--- config.mk ---
export PLATFORM = sky130hd
export DESIGN_NAME = sprite_line_engine
export DESIGN_NICKNAME = d
export VERILOG_FILES = /design/src/rtl/sprite_line_engine.sv
export SDC_FILE = /design/constraint.sdc
export NUM_CORES = 1
export LEC_CHECK = 0
export BUFFER_PORTS_ARGS = -buffer_cell sky130_fd_sc_hd__buf_2
export CAP_MARGIN = 10
export CORE_ASPECT_RATIO = 0.6
export CORE_MARGIN = 2
export CORE_UTILIZATION = 48
export DETAILED_ROUTE_END_ITERATION = 6
export PLACE_DENSITY = 0.69
export SYNTH_ARGS = -nofsm -noshare
export SYNTH_HDL_FRONTEND = slang
export SYNTH_SLANG_ARGS = --single-unit
export TNS_END_PERCENT = 10
--- constraint.sdc ---
create_clock -name clk -period 7.85 [get_ports clk]
set_clock_uncertainty 0.1 [all_clocks]
set_input_delay 1.57 -clock clk [delete_from_list [all_inputs] [get_ports clk]]
set_output_delay 1.57 -clock clk [all_outputs]
set_load 0.02 [all_outputs]
--- src/rtl/sprite_line_engine.sv ---
// Sprite line engine: holds a 32-entry sprite table, scans it during hblank into
// per-line slots, and reports the winning sprite and texel coordinate per pixel.
module sprite_line_engine #(
  parameter int MAX_PER_LINE = 4,
  parameter int SPR_SIZE     = 16
) (
  input  logic       clk,
  input  logic       reset,
  input  logic [4:0] sprite_sel,
  input  logic [9:0] sprite_x,
  input  logic [8:0] sprite_y,
  input  logic       sprite_pos,
  input  logic       sprite_attr,
  input  logic       sprite_vis,
  input  logic       line_start,
  input  logic [8:0] next_line,
  input  logic [9:0] hcount,
  input  logic       display_en,
  output logic       hit,
  output logic [4:0] hit_id,
  output logic [3:0] hit_row,
  output logic [3:0] hit_col,
  output logic       overflow,
  output logic       scan_busy
);

  localparam logic [10:0] SIZE11   = 11'(SPR_SIZE);
  localparam logic [3:0]  TEX_MAX  = 4'(SPR_SIZE - 1);
  localparam logic [3:0]  SLOT_MAX = 4'(MAX_PER_LINE);

  typedef struct packed {
    logic [9:0] x;
    logic [8:0] y;
    logic [1:0] attr;
    logic       vis;
  } entry_t;

  typedef struct packed {
    logic       valid;
    logic [4:0] id;
    logic [9:0] x;
    logic [1:0] attr;
    logic [3:0] row;
  } slot_t;

  typedef enum logic [1:0] {IDLE, SCAN, COMMIT} state_t;

  entry_t     spr_table [32];
  slot_t      pend      [MAX_PER_LINE];
  slot_t      slots     [MAX_PER_LINE];
  state_t     state;
  logic [8:0] line_q;
  logic [4:0] idx;
  logic [3:0] pend_count;
  logic       pend_ovf;

  entry_t     cur;
  logic       scan_match;
  logic [3:0] scan_row;

  // Each strobe touches only its own field, so simultaneous strobes compose.
  always_ff @(posedge clk or negedge reset) begin
    if (!reset) begin
      for (int i = 0; i < 32; i++) spr_table[i] <= '0;
    end else begin
      if (sprite_pos) begin
        spr_table[sprite_sel].x <= sprite_x;
        spr_table[sprite_sel].y <= sprite_y;
      end
      if (sprite_attr) spr_table[sprite_sel].attr <= sprite_x[1:0];
      if (sprite_vis)  spr_table[sprite_sel].vis  <= sprite_x[0];
    end
  end

  assign cur        = spr_table[idx];
  assign scan_match = cur.vis && ({2'b0, line_q} >= {2'b0, cur.y}) &&
                      ({2'b0, line_q} < ({2'b0, cur.y} + SIZE11));
  assign scan_row   = 4'(line_q - cur.y);

  // A line_start in any state restarts the scan; only COMMIT touches the active slots.
  always_ff @(posedge clk or negedge reset) begin
    if (!reset) begin
      state      <= IDLE;
      line_q     <= '0;
      idx        <= '0;
      pend_count <= '0;
      pend_ovf   <= 1'b0;
      overflow   <= 1'b0;
      for (int k = 0; k < MAX_PER_LINE; k++) begin
        pend[k]  <= '0;
        slots[k] <= '0;
      end
    end else if (line_start) begin
      state      <= SCAN;
      line_q     <= next_line;
      idx        <= '0;
      pend_count <= '0;
      pend_ovf   <= 1'b0;
      for (int k = 0; k < MAX_PER_LINE; k++) pend[k].valid <= 1'b0;
    end else begin
      case (state)
        SCAN: begin
          if (scan_match) begin
            if (pend_count < SLOT_MAX) begin
              for (int k = 0; k < MAX_PER_LINE; k++) begin
                if (4'(k) == pend_count) pend[k] <= {1'b1, idx, cur.x, cur.attr, scan_row};
              end
              pend_count <= pend_count + 4'd1;
            end else begin
              pend_ovf <= 1'b1;
            end
          end
          idx <= idx + 5'd1;
          if (idx == 5'd31) state <= COMMIT;
        end
        COMMIT: begin
          for (int k = 0; k < MAX_PER_LINE; k++) slots[k] <= pend[k];
          overflow <= pend_ovf;
          state    <= IDLE;
        end
        default: state <= IDLE;
      endcase
    end
  end

  assign scan_busy = (state != IDLE);

  logic       px_hit;
  logic [4:0] px_id;
  logic [3:0] px_row;
  logic [3:0] px_col;
  logic [3:0] col_raw;

  // Walk slots from highest to lowest so the lowest matching slot has the final say.
  always_comb begin
    px_hit  = 1'b0;
    px_id   = '0;
    px_row  = '0;
    px_col  = '0;
    col_raw = '0;
    for (int k = MAX_PER_LINE - 1; k >= 0; k--) begin
      if (slots[k].valid && ({1'b0, hcount} >= {1'b0, slots[k].x}) &&
          ({1'b0, hcount} < ({1'b0, slots[k].x} + SIZE11))) begin
        col_raw = 4'(hcount - slots[k].x);
        px_hit  = 1'b1;
        px_id   = slots[k].id;
        px_col  = slots[k].attr[0] ? (TEX_MAX - col_raw) : col_raw;
        px_row  = slots[k].attr[1] ? (TEX_MAX - slots[k].row) : slots[k].row;
      end
    end
  end

  always_ff @(posedge clk or negedge reset) begin
    if (!reset) begin
      hit     <= 1'b0;
      hit_id  <= '0;
      hit_row <= '0;
      hit_col <= '0;
    end else if (display_en && px_hit) begin
      hit     <= 1'b1;
      hit_id  <= px_id;
      hit_row <= px_row;
      hit_col <= px_col;
    end else begin
      hit     <= 1'b0;
      hit_id  <= '0;
      hit_row <= '0;
      hit_col <= '0;
    end
  end

endmodule

==> impl_metrics.py, run 1 <==
metrics = {
    "status": {
        "status": "finished, final reports clean",
    },
    "power": {
        "ir_drop_mv": 0.158,
        "power_density_nw_per_um2": 254,
        "p_total_w": 0.0121,
        "leakage_nw": 22.0,
    },
    "setup_path": {
        "critPathKind": "register to register",
        "slowest_stage": "dfrtp_4",
        "critPathMaxStageDelay_ps": 950,
        "path_cells": "buf_12 -> mux2i_1 -> a22oi_1 -> nand2_1 -> o21ai_0 -> o22ai_1 -> o21ai_0 -> o21ai_0 -> ha_1 -> o21a_1 -> o21ai_0 -> nor2_1 -> nor2_1 -> o31ai_1 -> o31ai_4 -> nand4b_4 -> mux2_4",
        "cp.required_ps": 8280,
        "crit_fanout": 76,
        "crit_family": "compound AO/OA/AOI/OAI gates",
        "worst-path-buf-inv": 1,
        "arrival_ps": 6330,
        "crit_top_cell": "o21ai_0",
        "critPathCaptureType": "register",
        "start_kind": "register",
    },
    "synthesis": {
        "synth_compound_area_share_pct": 3.58,
        "yosysWarnings": 0,
        "synth_cell_types": 68,
        "synthFlopType": "dfrtp_1",
        "synth_fa_ha_area_share_pct": 2.78,
        "synth_mux_area_share_pct": 32.9,
        "synth-edff-count": 0,
        "async_flop_share_pct": 100,
        "syn_area_um2": 43700,
        "synth_cells": 3085,
        "syn_avg_cell_area_um2": 14.2,
        "ys_seq_area_share_pct": 52.5,
        "synth_nets": 3229,
        "synth-simple-area-share_pct": 3.80,
        "ys_seq_elements": 916,
        "synth_top_family_by_area": "multiplexers",
        "synthXorXnorAreaFrac_pct": 1.26,
    },
    "grt": {
        "grt_pass1_wl_um": 174000,
        "grt_max_degree": 170,
        "grt_pass1_vias": 27423,
        "grt_usage_pct": 24.5,
        "antenna_found_initial": 4,
        "grt.overflow.total": 0,
    },
    "route": {
        "drtIter0Drc": 2290,
        "vias": 26263,
        "firstDrtPassIters": 6,
        "drc_errors": 0,
        "routed_wl_um": 113000,
        "drt-vias-per-instance": 6.04,
        "wire_per_inst_um": 26.1,
        "antenna_left": 0,
    },
    "cells_and_area": {
        "layout_common_cells": "911 x dfrtp_1, 791 x mux2_2, 180 x nand2_1",
        "final_util_pct": 53.1,
        "final_common_cell": "dfrtp_1",
        "multiInputGateArea_um2": 19400,
        "fin_nets": 3206,
        "drive_gt1_share_pct": 40.5,
        "area.sequential_um2": 22900,
        "nFillCells": 7317,
        "fin_cells": 4345,
        "area_delta_synth_final_pct": 9.37,
    },
    "floorplanning": {
        "start_util_pct": 48.6,
        "die-area_um2": 93500,
        "rows": 85,
        "design.core.area_um2": 89900,
        "dieWidth_um": 393,
        "io_pins": 66,
        "die_h_um": 238,
    },
    "timing": {
        "setup_viol_count_final": 0,
        "hold_viol_final": 0,
        "fin_crit_ps": 5900,
        "tightest_slew_ps": 1150,
        "fmax_mhz": 169,
        "rsz0062_at_grt": "no",
        "slew_viol_final": 0,
        "fin_tns_setup_ps": 0,
        "slew-limit-headroom_pct": 23.4,
        "post-route-period-util_pct": 75.2,
        "setup_ws_ps": 1950,
    },
    "cts": {
        "clk_pin_slew_worst_paths_ps": 70,
        "cts_root_buffer": "clkbuf_16",
        "cts_htree_levels": 3,
        "cts_hold_buf": 0,
        "cts_tree": "yes",
        "cts_setup_buffers": 0,
        "clockBufferDepth": 3,
        "clock_sinks": 916,
        "clock_latency_ps": 650,
        "post_cts_resized": 0,
        "cts_buffers": 83,
    },
    "placement": {
        "place_hpwl_um": 70500,
        "gp_congestion": 0.910,
        "dp_cells": 4195,
        "io_buffers": 65,
        "place_ws_ps": 2160,
    },
    "hold_path": {
        "min_path_type": "register to register",
    },
    "job": {
        "cap_violations": 0,
    },
}
[layout make-up]
type / count / share of cell area (%)
repair buffers: 109 / 1.58
well taps: 1218 / 3.19
inverters: 88 / 0.692
multi-input cells: 1864 / 40.6
clock inverters: 23 / 0.742
diodes: 1 / 0.00524
flip-flops and latches: 916 / 48.0
clock buffers: 126 / 5.20
[through the flow]
| step | hold WS [ps] | area [µm²] |
|---|---|---|
| after CTS | 387 | 47700 |
| after global placement | 374 | 44900 |
| final | 394 | 47700 |
| after global routing | 407 | 47700 |
| after detailed placement | 377 | 44900 |
| after floorplan | 344 | 43700 |
[synthesized netlist by cell type (all sizes together) (2+ instances only)]
library cell,n,area share [%]
xor2,16,0.32
or4,3,0.052
fa,5,0.23
a22oi,40,0.69
o211ai,12,0.21
a32oi,2,0.040
or3b,3,0.060
nand2b,11,0.16
nand4b,4,0.22
a21o,4,0.069
nor3,8,0.092
nand2,190,1.6
o221ai,8,0.16
dfrtp,916,53
a211oi,11,0.19
and3,11,0.16
and2,3,0.043
xnor2,47,0.94
o21a,8,0.14
buf,76,1.2
nand3b,9,0.15
mux2i,113,2.6
inv,88,0.76
nor3b,4,0.069
a21oi,41,0.47
o22ai,10,0.14
ha,89,2.6
a311o,5,0.11
nor2b,11,0.16
a311oi,2,0.040
or2,2,0.029
a2111oi,2,0.040
nand4,4,0.057
nor4,3,0.043
o31ai,3,0.083
nor2,66,0.57
a211o,5,0.10
nand3,25,0.29
o21ai,68,0.78
mux4,158,8.2
o21bai,3,0.052
clkbuf,141,1.2
mux2,841,22
[path summary, 6_finish.rpt]
kind | startpoint | end | slack, ps | cells after the start
max | idx[1]$_DFFE_PN0N_ | pend[58]$_DFFE_PN0P_ | 1950 | 17
min | pend[65]$_DFFE_PN0P_ | slots[65]$_DFFE_PN0P_ | 390 | 2
max reg2reg | idx[1]$_DFFE_PN0N_ | pend[58]$_DFFE_PN0P_ | 1950 | 17
min reg2reg | pend[65]$_DFFE_PN0P_ | slots[65]$_DFFE_PN0P_ | 390 | 2
max in group asynchronous | reset | spr_table[513]$_DFFE_PN0P_ | 5070 | 2
min in group asynchronous | reset | spr_table[697]$_DFFE_PN0P_ | 930 | 1
[state kept, by name (all words and copies together) (netlist names)]
register    count
spr_table     704
state           2
hit_row         4
hit_id          5
overflow        1
pend_ovf        1
slots          88
line_q          9
idx             5
hit_col         4
pend           88
hit             1
pend_count      4
[power breakdown]
| group | total, W | leakage (nW) | internal [W] | switching [W] |
|---|---|---|---|---|
| clock network | 0.00427 | 1.40 | 0.00248 | 0.00179 |
| logic | 0.00197 | 8.92 | 0.00110 | 0.000870 |
| registers | 0.00591 | 11.6 | 0.00548 | 0.000426 |
| total | 0.0121 | 22.0 | 0.00905 | 0.00309 |
[worst register-to-register path: stages (launching register included)]
cell and delay [ps]:
dfrtp_4 950, buf_12 520, mux2i_1 230, a22oi_1 230, nand2_1 70, o21ai_0 530
o22ai_1 370, o21ai_0 290, o21ai_0 150, ha_1 320, o21a_1 110, o21ai_0 220
nor2_1 80, nor2_1 120, o31ai_1 130, o31ai_4 180, nand4b_4 640, mux2_4 540
[cell families (layout without fill, tap and decap cells)]
family,count (synthesis),after routing
multiplexers,1112,1112
flip-flops,916,916
AND/OR/NAND/NOR,358,358
buffers and inverters,305,346
AO/OA/AOI/OAI,237,237
adder cells (fa/ha/maj),94,94
XOR/XNOR,63,63
other,0,1
[per-layer routing]
metal	global-route usage (%)	wire length, µm	vias up
li1	-	-	11151
met3	5.35	8490	174
met5	0	13	-
met4	6.06	2440	2
met1	36.9	52500	14039
met2	36.2	50000	897
Power figures use the tool's default switching activity.
==> run 2: changes to the inputs <==
Settings changed: PLACE_DENSITY 0.69 to 0.72.
Clock period 7.85 ns to 5.04 ns, I/O delays scaled along.
==> run 2 against run 1 <==
Via count decreased by 0.25%; routed wire length decreased by 2.0%; combinational power increased by 62%; clock power increased by 55%; critical path depth increased by 1; critical endpoint is now pend[82]$_DFFE_PN0P_.
==> impl_metrics.py, run 2 (synthesis results as in run 1) <==
metrics = {
    "floorplanning": {
        "start_util_pct": 48.6,
        "io_pins": 66,
        "die_h_um": 238,
        "dieWidth_um": 393,
        "die-area_um2": 93500,
        "design.core.area_um2": 89900,
        "rows": 85,
    },
    "timing": {
        "fin_crit_ps": 4810,
        "fmax_mhz": 208,
        "slew_viol_final": 0,
        "post-route-period-util_pct": 95.5,
        "setup_viol_count_final": 0,
        "rsz0062_at_grt": "no",
        "hold_viol_final": 0,
        "tightest_slew_ps": 1190,
        "slew-limit-headroom_pct": 20.7,
        "fin_tns_setup_ps": 0,
        "setup_ws_ps": 226,
    },
    "status": {
        "status": "finished, final reports clean",
    },
    "setup_path": {
        "r2r-end": "pend[82]$_DFFE_PN0P_",
        "endpoint": "pend[82]$_DFFE_PN0P_",
        "worstSetupStartpoint": "idx[1]$_DFFE_PN0N_",
        "critPathKind": "register to register",
        "ff2ff_path_depth": 18,
        "start_kind": "register",
        "arrival_ps": 5260,
        "crit_fanout": 38,
        "r2r_setup_slack_ps": 230,
        "critPathCaptureType": "register",
        "rr_startpoint": "idx[1]$_DFFE_PN0N_",
        "cp.required_ps": 5480,
    },
    "grt": {
        "antenna_found_initial": 3,
        "grt_max_degree": 140,
        "grt_usage_pct": 23.8,
        "grt.overflow.total": 0,
        "grt_pass1_vias": 26235,
        "grt_pass1_wl_um": 169000,
    },
    "route": {
        "routed_wl_um": 111000,
        "drt-vias-per-instance": 5.95,
        "drc_errors": 0,
        "vias": 26198,
        "antenna_left": 0,
        "wire_per_inst_um": 25.3,
        "firstDrtPassIters": 5,
        "drtIter0Drc": 2330,
    },
    "cells_and_area": {
        "multiInputGateArea_um2": 19400,
        "area.sequential_um2": 22900,
        "max_flop_register": "spr_table",
        "reg.largest.list": "spr_table x704, pend x88, slots x88",
        "fin_nets": 3264,
        "drive_gt1_share_pct": 41.5,
        "nFillCells": 7283,
        "final_common_cell": "dfrtp_1",
        "area_delta_synth_final_pct": 10.8,
        "layout_common_cells": "911 x dfrtp_1, 791 x mux2_2, 190 x nand2_1",
        "largest_register_ffs": 704,
    },
    "job": {
        "cap_violations": 0,
    },
    "hold_path": {
        "min_path_type": "primary input to async pin",
    },
    "cts": {
        "cts_root_buffer": "clkbuf_16",
        "cts_hold_buf": 0,
        "cts_tree": "yes",
        "cts_buffers": 81,
        "cts_htree_levels": 3,
        "clockBufferDepth": 3,
        "clk_pin_slew_worst_paths_ps": 70,
        "clock_sinks": 916,
        "clock_latency_ps": 660,
    },
    "placement": {
        "place_ws_ps": 138,
        "place_hpwl_um": 68400,
        "io_buffers": 65,
        "gp_congestion": 0.839,
    },
    "power": {
        "sw_frac_of_total_pct": 25.8,
        "power_density_nw_per_um2": 392,
        "switchingPower_w": 0.00490,
        "clkPwrFrac_pct": 34.8,
        "leakage_nw": 22.4,
        "p_total_w": 0.0190,
        "seq_power_share_pct": 48.3,
        "ir_drop_mv": 0.321,
        "p_comb_share_pct": 16.9,
        "p_int_w": 0.0141,
    },
}
-- run 2: cell types whose count changed in the layout (fill, tap and decap cells not counted), moves of 3 or more --
cell        previous run  this run
clkbuf_16             85        82
nand2_1              180       190
buf_4                 37        79
clkbuf_1              21        14
nand2_2               10         0
clkinvlp_4             1         5
buf_12                 7        21
nand4b_4               4         8
-- run 2: power by group through the flow --
| stage | Combinational, W | Sequential (W) | Clock [W] |
|---|---|---|---|
| 2_1_floorplan | 0.00234 | 0.00903 | 0 |
| 3_3_place_gp | 0.00303 | 0.00923 | 0 |
| 3_5_place_dp | 0.00313 | 0.00926 | 0 |
| 4_1_cts | 0.00314 | 0.00914 | 0.00671 |
| 5_1_grt | 0.00345 | 0.00928 | 0.00702 |
| 6_report | 0.00320 | 0.00917 | 0.00661 |
-- run 2: repair_timing --
| action | in CTS | in global routing |
|---|---|---|
| endpoints found under the setup margin | 0 | 77 |
| resized for setup | 0 | 4 |
| buffers inserted | 0 | 13 |
-- run 2: cell type report --
cell class / count / share of cell area [%]
Inverter: 88 / 0.683
Clock inverter: 29 / 0.830
Antenna cell: 2 / 0.0103
Tap cell: 1218 / 3.15
Sequential cell: 916 / 47.4
Multi-Input combinational cell: 1868 / 40.2
Timing Repair Buffer: 165 / 2.79
Clock buffer: 117 / 4.95
-- run 2: per-stage QoR --
| stage | cells | util, % | area (µm²) | hold slack, ps |
|---|---|---|---|---|
| after global routing | 4402 | 53.8 | 48400 | 338 |
| after detailed placement | 4238 | 50.5 | 45400 | 366 |
| after CTS | 4384 | 53.6 | 48100 | 305 |
| after floorplan | 3085 | - | 43700 | 344 |
| final | 4403 | 53.8 | 48400 | 306 |
| after global placement | 4238 | 50.5 | 45400 | 360 |
-- run 2: how the worst min path moves through the flow --
stage                              start                    endpoint  cells past startpoint
finish                             reset  spr_table[324]$_DFFE_PN0P_                      1
global route                       reset  spr_table[324]$_DFFE_PN0P_                      1
floorplan           pend[29]$_DFFE_PN0P_       slots[29]$_DFFE_PN0P_                      2
global placement    pend[29]$_DFFE_PN0P_       slots[29]$_DFFE_PN0P_                      2
detailed placement  pend[30]$_DFFE_PN0P_       slots[30]$_DFFE_PN0P_                      2
CTS                                reset  spr_table[324]$_DFFE_PN0P_                      1
-- run 2: layer usage --
| layer | share of wire [%] | vias up | track usage (%) |
|---|---|---|---|
| li1 | - | 11321 | - |
| met1 | 49 | 13944 | 37.5 |
| met2 | 41 | 778 | 32.8 |
| met3 | 7.4 | 155 | 5.61 |
| met4 | 2.2 | 0 | 6.15 |
| met5 | 0 | - | 0 |
-- run 2: worst max-delay path: stages (launching register included) --
cell	delay (ps)
dfrtp_4	520
buf_12	210
mux2i_1	160
a22oi_1	210
nand2_1	80
o21ai_0	580
o22ai_1	370
o21ai_0	220
o21ai_0	110
ha_1	300
o21a_1	100
o21ai_0	280
nor2_1	80
nor2_1	130
o31ai_2	110
o31ai_4	170
buf_4	230
nand4b_4	300
mux2_4	400
